### src/rtl/muldiv_pkg.sv
// Shared RV32M definitions: funct3/funct7 codes, sequencer state encoding, operand-sign helpers.
// Latency: n/a (types, constants and pure functions only).
// Backpressure: n/a.
package muldiv_pkg;

    // M-extension funct3 codes
    localparam logic [2:0] FUNCT3_MUL    = 3'b000;
    localparam logic [2:0] FUNCT3_MULH   = 3'b001;
    localparam logic [2:0] FUNCT3_MULHSU = 3'b010;
    localparam logic [2:0] FUNCT3_MULHU  = 3'b011;
    localparam logic [2:0] FUNCT3_DIV    = 3'b100;
    localparam logic [2:0] FUNCT3_DIVU   = 3'b101;
    localparam logic [2:0] FUNCT3_REM    = 3'b110;
    localparam logic [2:0] FUNCT3_REMU   = 3'b111;

    // funct7 that selects the M-extension in the OP opcode space
    localparam logic [6:0] FUNCT7_MULDIV = 7'b0000001;

    // Sequencer state encodings
    localparam logic [1:0] STATE_IDLE = 2'b00;
    localparam logic [1:0] STATE_BUSY = 2'b01;
    localparam logic [1:0] STATE_DONE = 2'b10;

    typedef enum logic [1:0] {
        IDLE = STATE_IDLE,
        BUSY = STATE_BUSY,
        DONE = STATE_DONE
    } state_t;

    // Divide/remainder ops all have funct3[2] set.
    function automatic logic is_div_op(input logic [2:0] f3);
        return f3[2];
    endfunction

    // rs1 is signed for MUL, MULH, MULHSU, DIV, REM.
    function automatic logic rs1_is_signed(input logic [2:0] f3);
        return (f3 == FUNCT3_MUL) || (f3 == FUNCT3_MULH) || (f3 == FUNCT3_MULHSU) ||
               (f3 == FUNCT3_DIV) || (f3 == FUNCT3_REM);
    endfunction

    // rs2 is signed for MUL, MULH, DIV, REM.
    function automatic logic rs2_is_signed(input logic [2:0] f3);
        return (f3 == FUNCT3_MUL) || (f3 == FUNCT3_MULH) ||
               (f3 == FUNCT3_DIV) || (f3 == FUNCT3_REM);
    endfunction

endpackage

### src/rtl/muldiv_iter_step.sv
// One iteration of shift-add multiply or restoring divide on the {hi,lo} working pair.
// Latency: purely combinational.
// Backpressure: none; the sequencer decides when to register the result. Divide path only with MULDIV_DIV_EN.
module muldiv_iter_step #(
    parameter int XLEN = 32
) (
    input  logic            div_mode,
    input  logic [XLEN-1:0] hi,
    input  logic [XLEN-1:0] lo,
    input  logic [XLEN-1:0] opnd,
    output logic [XLEN-1:0] hi_next,
    output logic [XLEN-1:0] lo_next
);

    // Multiply: hi is the partial-product accumulator, lo the multiplier shifting out LSB-first.
    logic [XLEN:0] add_sum;
    assign add_sum = {1'b0, hi} + (lo[0] ? {1'b0, opnd} : {(XLEN+1){1'b0}});

`ifdef MULDIV_DIV_EN
    // Divide: hi is the partial remainder, lo the dividend shifting out MSB-first while
    // quotient bits shift in at the bottom.
    logic [XLEN:0] trial;
    logic [XLEN:0] trial_diff;
    logic          trial_ge;
    assign trial      = {hi, lo[XLEN-1]};
    assign trial_diff = trial - {1'b0, opnd};
    assign trial_ge   = (trial >= {1'b0, opnd});
`else
    logic unused_div_mode;
    assign unused_div_mode = div_mode;
`endif

    // Select the add-shift or trial-subtract update for this iteration.
    always_comb begin
        hi_next = add_sum[XLEN:1];
        lo_next = {add_sum[0], lo[XLEN-1:1]};
`ifdef MULDIV_DIV_EN
        if (div_mode) begin
            hi_next = trial_ge ? trial_diff[XLEN-1:0] : trial[XLEN-1:0];
            lo_next = {lo[XLEN-2:0], trial_ge};
        end
`endif
    end

endmodule

### src/rtl/muldiv_sequencer.sv
// Multi-cycle RV32M multiply/divide sequencer, one bit per cycle; stalls the core through busy.
// Latency: XLEN+1 edges accept-to-rsp_valid for normal ops, 1 edge for special/illegal ops.
// Backpressure: req_ready only in IDLE; result held in DONE until rsp_ready. MULDIV_DIV_EN enables divide.
module muldiv_sequencer
    import muldiv_pkg::*;
#(
    parameter int XLEN = 32
) (
    input  logic            clk,
    input  logic            rst,
    input  logic            req_valid,
    output logic            req_ready,
    input  logic [2:0]      funct3,
    input  logic [XLEN-1:0] rs1_data,
    input  logic [XLEN-1:0] rs2_data,
    output logic            rsp_valid,
    input  logic            rsp_ready,
    output logic [XLEN-1:0] rsp_data,
    output logic            rsp_illegal,
    output logic            busy
);

    localparam int             CW       = $clog2(XLEN);
    localparam logic [CW-1:0]  CNT_LAST = CW'(XLEN - 1);

    state_t          state;
    state_t          state_next;
    logic [CW-1:0]   cnt;
    logic [2:0]      op_q;
    logic [XLEN-1:0] opnd_q;
    logic [XLEN-1:0] hi_q;
    logic [XLEN-1:0] lo_q;
    logic            neg_q;
    logic [XLEN-1:0] rsp_data_q;

    // Accept-time operand conditioning
    logic            rs1_neg;
    logic            rs2_neg;
    logic [XLEN-1:0] rs1_abs;
    logic [XLEN-1:0] rs2_abs;
    logic            accept;
    logic            last_iter;

    // Ops that finish at accept with a fixed result
    logic            shortcut;
    logic [XLEN-1:0] shortcut_data;

    // Iteration datapath
    logic [XLEN-1:0]   hi_nx;
    logic [XLEN-1:0]   lo_nx;
    logic [2*XLEN-1:0] prod;
    logic [2*XLEN-1:0] prod_fix;
    logic [XLEN-1:0]   final_res;

    assign rs1_neg   = rs1_is_signed(funct3) & rs1_data[XLEN-1];
    assign rs2_neg   = rs2_is_signed(funct3) & rs2_data[XLEN-1];
    assign rs1_abs   = rs1_neg ? -rs1_data : rs1_data;
    assign rs2_abs   = rs2_neg ? -rs2_data : rs2_data;
    assign accept    = (state == IDLE) && req_valid;
    assign last_iter = (cnt == CNT_LAST);

`ifdef MULDIV_DIV_EN
    logic rem_neg_q;
    logic div_zero;
    logic div_ovf;

    // Signed overflow only exists for DIV/REM (funct3[0]==0 among divide ops).
    assign div_zero = is_div_op(funct3) && (rs2_data == '0);
    assign div_ovf  = is_div_op(funct3) && !funct3[0] &&
                      (rs1_data == {1'b1, {(XLEN-1){1'b0}}}) && (rs2_data == '1);

    // Divide-by-zero and signed overflow bypass the iteration loop.
    always_comb begin
        shortcut      = 1'b0;
        shortcut_data = '0;
        if (div_zero) begin
            shortcut      = 1'b1;
            shortcut_data = funct3[1] ? rs1_data : '1;
        end else if (div_ovf) begin
            shortcut      = 1'b1;
            shortcut_data = funct3[1] ? '0 : {1'b1, {(XLEN-1){1'b0}}};
        end
    end

    assign rsp_illegal = 1'b0;
`else
    logic rsp_illegal_q;

    // Without divide hardware, every divide op is answered at once as illegal.
    always_comb begin
        shortcut      = is_div_op(funct3);
        shortcut_data = '0;
    end

    assign rsp_illegal = rsp_illegal_q;
`endif

    muldiv_iter_step #(
        .XLEN (XLEN)
    ) u_step (
        .div_mode (op_q[2]),
        .hi       (hi_q),
        .lo       (lo_q),
        .opnd     (opnd_q),
        .hi_next  (hi_nx),
        .lo_next  (lo_nx)
    );

    assign prod     = {hi_nx, lo_nx};
    assign prod_fix = neg_q ? -prod : prod;

    // Sign-corrected result of the final iteration, selected by op.
    always_comb begin
        final_res = '0;
        case (op_q)
            FUNCT3_MUL:                               final_res = prod_fix[XLEN-1:0];
            FUNCT3_MULH, FUNCT3_MULHSU, FUNCT3_MULHU: final_res = prod_fix[2*XLEN-1:XLEN];
`ifdef MULDIV_DIV_EN
            FUNCT3_DIV, FUNCT3_DIVU:                  final_res = neg_q ? -lo_nx : lo_nx;
            FUNCT3_REM, FUNCT3_REMU:                  final_res = rem_neg_q ? -hi_nx : hi_nx;
`endif
            default:                                  final_res = '0;
        endcase
    end

    // State register.
    always_ff @(posedge clk) begin
        if (rst) begin
            state <= IDLE;
        end else begin
            state <= state_next;
        end
    end

    // Next-state logic and state-decoded handshake/stall outputs.
    always_comb begin
        state_next = state;
        req_ready  = 1'b0;
        rsp_valid  = 1'b0;
        busy       = 1'b1;
        case (state)
            IDLE: begin
                req_ready = 1'b1;
                busy      = 1'b0;
                if (req_valid) begin
                    state_next = shortcut ? DONE : BUSY;
                end
            end
            BUSY: begin
                if (last_iter) begin
                    state_next = DONE;
                end
            end
            DONE: begin
                rsp_valid = 1'b1;
                if (rsp_ready) begin
                    state_next = IDLE;
                end
            end
            default: begin
                state_next = IDLE;
            end
        endcase
    end

    // Operand capture at accept, one iteration per BUSY cycle, result capture on the last one.
    always_ff @(posedge clk) begin
        if (rst) begin
            cnt        <= '0;
            op_q       <= '0;
            opnd_q     <= '0;
            hi_q       <= '0;
            lo_q       <= '0;
            neg_q      <= 1'b0;
            rsp_data_q <= '0;
`ifdef MULDIV_DIV_EN
            rem_neg_q  <= 1'b0;
`else
            rsp_illegal_q <= 1'b0;
`endif
        end else begin
            if (accept) begin
                op_q  <= funct3;
                cnt   <= '0;
                hi_q  <= '0;
                neg_q <= rs1_neg ^ rs2_neg;
                if (is_div_op(funct3)) begin
                    lo_q   <= rs1_abs;
                    opnd_q <= rs2_abs;
                end else begin
                    lo_q   <= rs2_abs;
                    opnd_q <= rs1_abs;
                end
`ifdef MULDIV_DIV_EN
                rem_neg_q <= rs1_neg;
`else
                rsp_illegal_q <= shortcut;
`endif
                if (shortcut) begin
                    rsp_data_q <= shortcut_data;
                end
            end else if (state == BUSY) begin
                hi_q <= hi_nx;
                lo_q <= lo_nx;
                cnt  <= cnt + 1'b1;
                if (last_iter) begin
                    rsp_data_q <= final_res;
                end
            end
        end
    end

    assign rsp_data = rsp_data_q;

endmodule

### config.mk
export PLATFORM = sky130hd
export DESIGN_NAME = muldiv_sequencer
export DESIGN_NICKNAME = d
export VERILOG_FILES = /design/src/rtl/muldiv_pkg.sv /design/src/rtl/muldiv_iter_step.sv /design/src/rtl/muldiv_sequencer.sv
export SDC_FILE = /design/constraint.sdc
export NUM_CORES = 1
export LEC_CHECK = 0
export ABC_CLOCK_PERIOD_IN_PS = 3950
export CORE_MARGIN = 5
export CORE_UTILIZATION = 40
export DETAILED_ROUTE_END_ITERATION = 7
export GPL_ROUTABILITY_DRIVEN = 1
export SLEW_MARGIN = 20
export SYNTH_ARGS = -nofsm -noshare
export SYNTH_HDL_FRONTEND = slang
export SYNTH_SLANG_ARGS = --single-unit
### constraint.sdc
create_clock -name clk -period 3.95 [get_ports clk]
set_input_delay 0.5925 -clock clk [delete_from_list [all_inputs] [get_ports clk]]
set_output_delay 0.5925 -clock clk [all_outputs]
set_load 0.05 [all_outputs]
==> metrics <==
status=finished, violations left; failing checks=DRC, setup timing; largest net degree at the start of global routing=73; initial antenna violation count=1; most common cell after layout, fill and taps aside=nand2_1; Num CTS Buffers=17; nature of the critical path endpoint=flop; HP Class=flop to flop; critical path arrival=4.31 ns; CTS tree=done; std cell rows=61; Wirelength per Cell=18.7 um; WS Path Type=flop to flop; post-layout util=52.6%; Power per Cell Area=315 nW/um^2; DRT Wirelength=39800 um; worst vdd ir=292 uV; Clk pwr share=35.8%; final setup violation count=3; worst skew pair latency=0.44 ns; Port Buffers=106; Routed Antenna Nets=0; Clk pin slew, worst setup/hold paths=0.07 ns; core region area=27600 um^2; Antenna Cells=0; share of the synthesized area in the top cell type=25.1%; EDFF count, synth=0; Sw Share=36.6%; Final Hold Vio Count=0; top cells by area, synth=dfxtp_1, nand2_1, a21oi_1; synthesized flop and latch total=139; initial drt markers=1174; fin nets=1841; f_max=250 MHz; DR DRC count=1; RSZ-0062 raised after global routing=true; die footprint=31100 um^2; worst slew pin tran=1.04 ns; max_slew headroom=30.5%; final period utilization=101%; sw power=0.00167 W; Max Cap Viol=0; fin area=14500 um^2; Synth warnings=0; power share of the sequential group=35.3%; Slew Limit Fails=0; Clock Sink Count=139; Initial Util=40.2%; HPWL after DPL=30100 um; vias per inst=5.66; minimum clock period=4.01 ns; sequential area share after synthesis=25.1%; synthesized area per cell=7.16 um^2; PnR worst setup slack=-0.0567 ns; clock buffer depth=2; Synth Net Count=1657; CTS root buf=clkbuf_16; pre-CTS setup slack=-0.233 ns; worst-path fanout max=8; Area Growth Syn to Fin=30.8%; I/O pin count=107; power consumption=0.00457 W; synthesized cell area=11100 um^2; Lkg Pwr=5.48 nW; Yosys cell types=75; vias in the first global route=11100; via count=12000; CP startpoint kind=flop; drt pass-1 iters=8; Overflow after GRT=0; FFs w/ async S/R, synth=0%; most frequent cells in the layout=nand2_1, buf_4, nor2_1; die width=176 um; cell accounting for the most synthesized area=dfxtp_1; chip height=176 um; GRT Total Usage=24.5%; layout cells sized above 1=16.3%; clk_skew=0.0164 ns; Int Power=0.00290 W; Gate power share=28.9%; CTS H-tree lvls=4; WP data required=4.25 ns; Synth Instances=1548; first-pass GRT wire length=61700 um; predominant post-synthesis flop cell=dfxtp_1; placer's final routability congestion estimate=0.940; Placed Area=13300 um^2
[power by group through the flow]
stage	logic (W)	clock network, W	registers, W
2_1_floorplan	0.000821	0	0.00158
3_3_place_gp	0.00123	0	0.00164
3_5_place_dp	0.00124	0	0.00164
4_1_cts	0.00126	0.00165	0.00161
5_1_grt	0.00144	0.00172	0.00163
6_report	0.00132	0.00164	0.00161
[per-stage QoR]
step | std cells | hold slack [ns] | TNS (ns)
2_1_floorplan | 1548 | 0.427 | 0
3_3_place_gp | 2075 | 0.438 | -0.969
3_5_place_dp | 2075 | 0.448 | -1.69
4_1_cts | 2112 | 0.457 | -0.108
5_1_grt | 2123 | 0.479 | -1.54
6_report | 2123 | 0.454 | -0.119
[cell type report]
type | count | area (um^2)
clock buffers | 18 | 439
flip-flops and latches | 139 | 2790
multi-input cells | 1278 | 8240
well taps | 378 | 473
repair buffers | 269 | 2300
inverters | 27 | 101
clock inverters | 14 | 150
fillers | 2652 | 13100
[final timing paths]
path / startpoint / endpoint / slack (ns) / depth (start not counted)
worst max-delay path: lo_q[0]$_SDFFE_PP0P_ / rsp_data[21]$_SDFFE_PP0P_ / -0.06 / 15
worst min-delay path: rsp_data[12]$_SDFFE_PP0P_ / rsp_data[12]$_SDFFE_PP0P_ / 0.45 / 2
worst max register to register: lo_q[0]$_SDFFE_PP0P_ / rsp_data[21]$_SDFFE_PP0P_ / -0.06 / 15
worst min register to register: rsp_data[12]$_SDFFE_PP0P_ / rsp_data[12]$_SDFFE_PP0P_ / 0.45 / 2
[synthesized netlist by cell type, drive strengths merged (5+ instances only)]
master  number
a311oi      26
nand3b       5
o31ai       28
o21a        11
nand4       23
or3         15
nand3       18
o22ai       13
a31oi       14
o21ai       78
a22oi       24
dfxtp      139
and4         5
nor2b        8
inv         26
nor3        30
a222oi       5
or2         10
nor2       157
a21o         8
and3        12
buf         12
clkbuf      92
a21oi      150
ha          37
xnor2       62
a211oi      22
o41ai       16
nand2b      12
nor4        11
a221oi       6
o211ai      23
nand2      245
and2        51
mux2i       25
xor2        63
or4         15
[critical path, stage by stage, from the launching register on]
cell	delay, ns
dfxtp_4	0.35
buf_4	0.14
and2_4	0.16
ha_4	0.24
nor2b_4	0.12
o31a_1	0.31
buf_4	0.16
o21ai_2	0.22
xor2_2	0.23
o21ai_2	0.10
or4b_4	0.58
or4_4	0.56
buf_8	0.15
o21ai_0	0.19
xor2_1	0.23
o22ai_1	0.11
[per-layer routing]
| metal | vias to the layer above | routed length, um | GRT usage [%] |
|---|---|---|---|
| met5 | - | 0 | 0 |
| met4 | 0 | 465 | 5.00 |
| met3 | 34 | 2790 | 3.30 |
| met2 | 406 | 17300 | 37.5 |
| met1 | 5600 | 19200 | 36.9 |
| li1 | 5976 | - | - |
[registers in the layout, indices dropped and copies added, names as in the netlist]
| signal | count |
|---|---|
| hi_q | 32 |
| state | 2 |
| op_q | 3 |
| lo_q | 32 |
| neg_q | 1 |
| cnt | 5 |
| rsp_data | 32 |
| opnd_q | 32 |
[logic make-up (layout without fill, tap and decap cells)]
kind of cell / Yosys count / in the layout / synth area share [%]
and+or+nand+nor: 629 / 629 / 26.8
DFF: 139 / 139 / 25.1
buffers and inverters: 131 / 328 / 4.47
AOI/OAI and AO/OA: 460 / 460 / 27.0
xor gates and xnor gates: 125 / 125 / 9.88
adders and majority gates: 38 / 38 / 4.36
muxes: 26 / 26 / 2.36
[repair_timing]
action,CTS,global route
pin swaps,7,39
resized for setup,17,73
endpoints found under the setup margin,14,22
hold buffers,0,0
setup buffers,5,11
(Power assumes the default switching activity.)
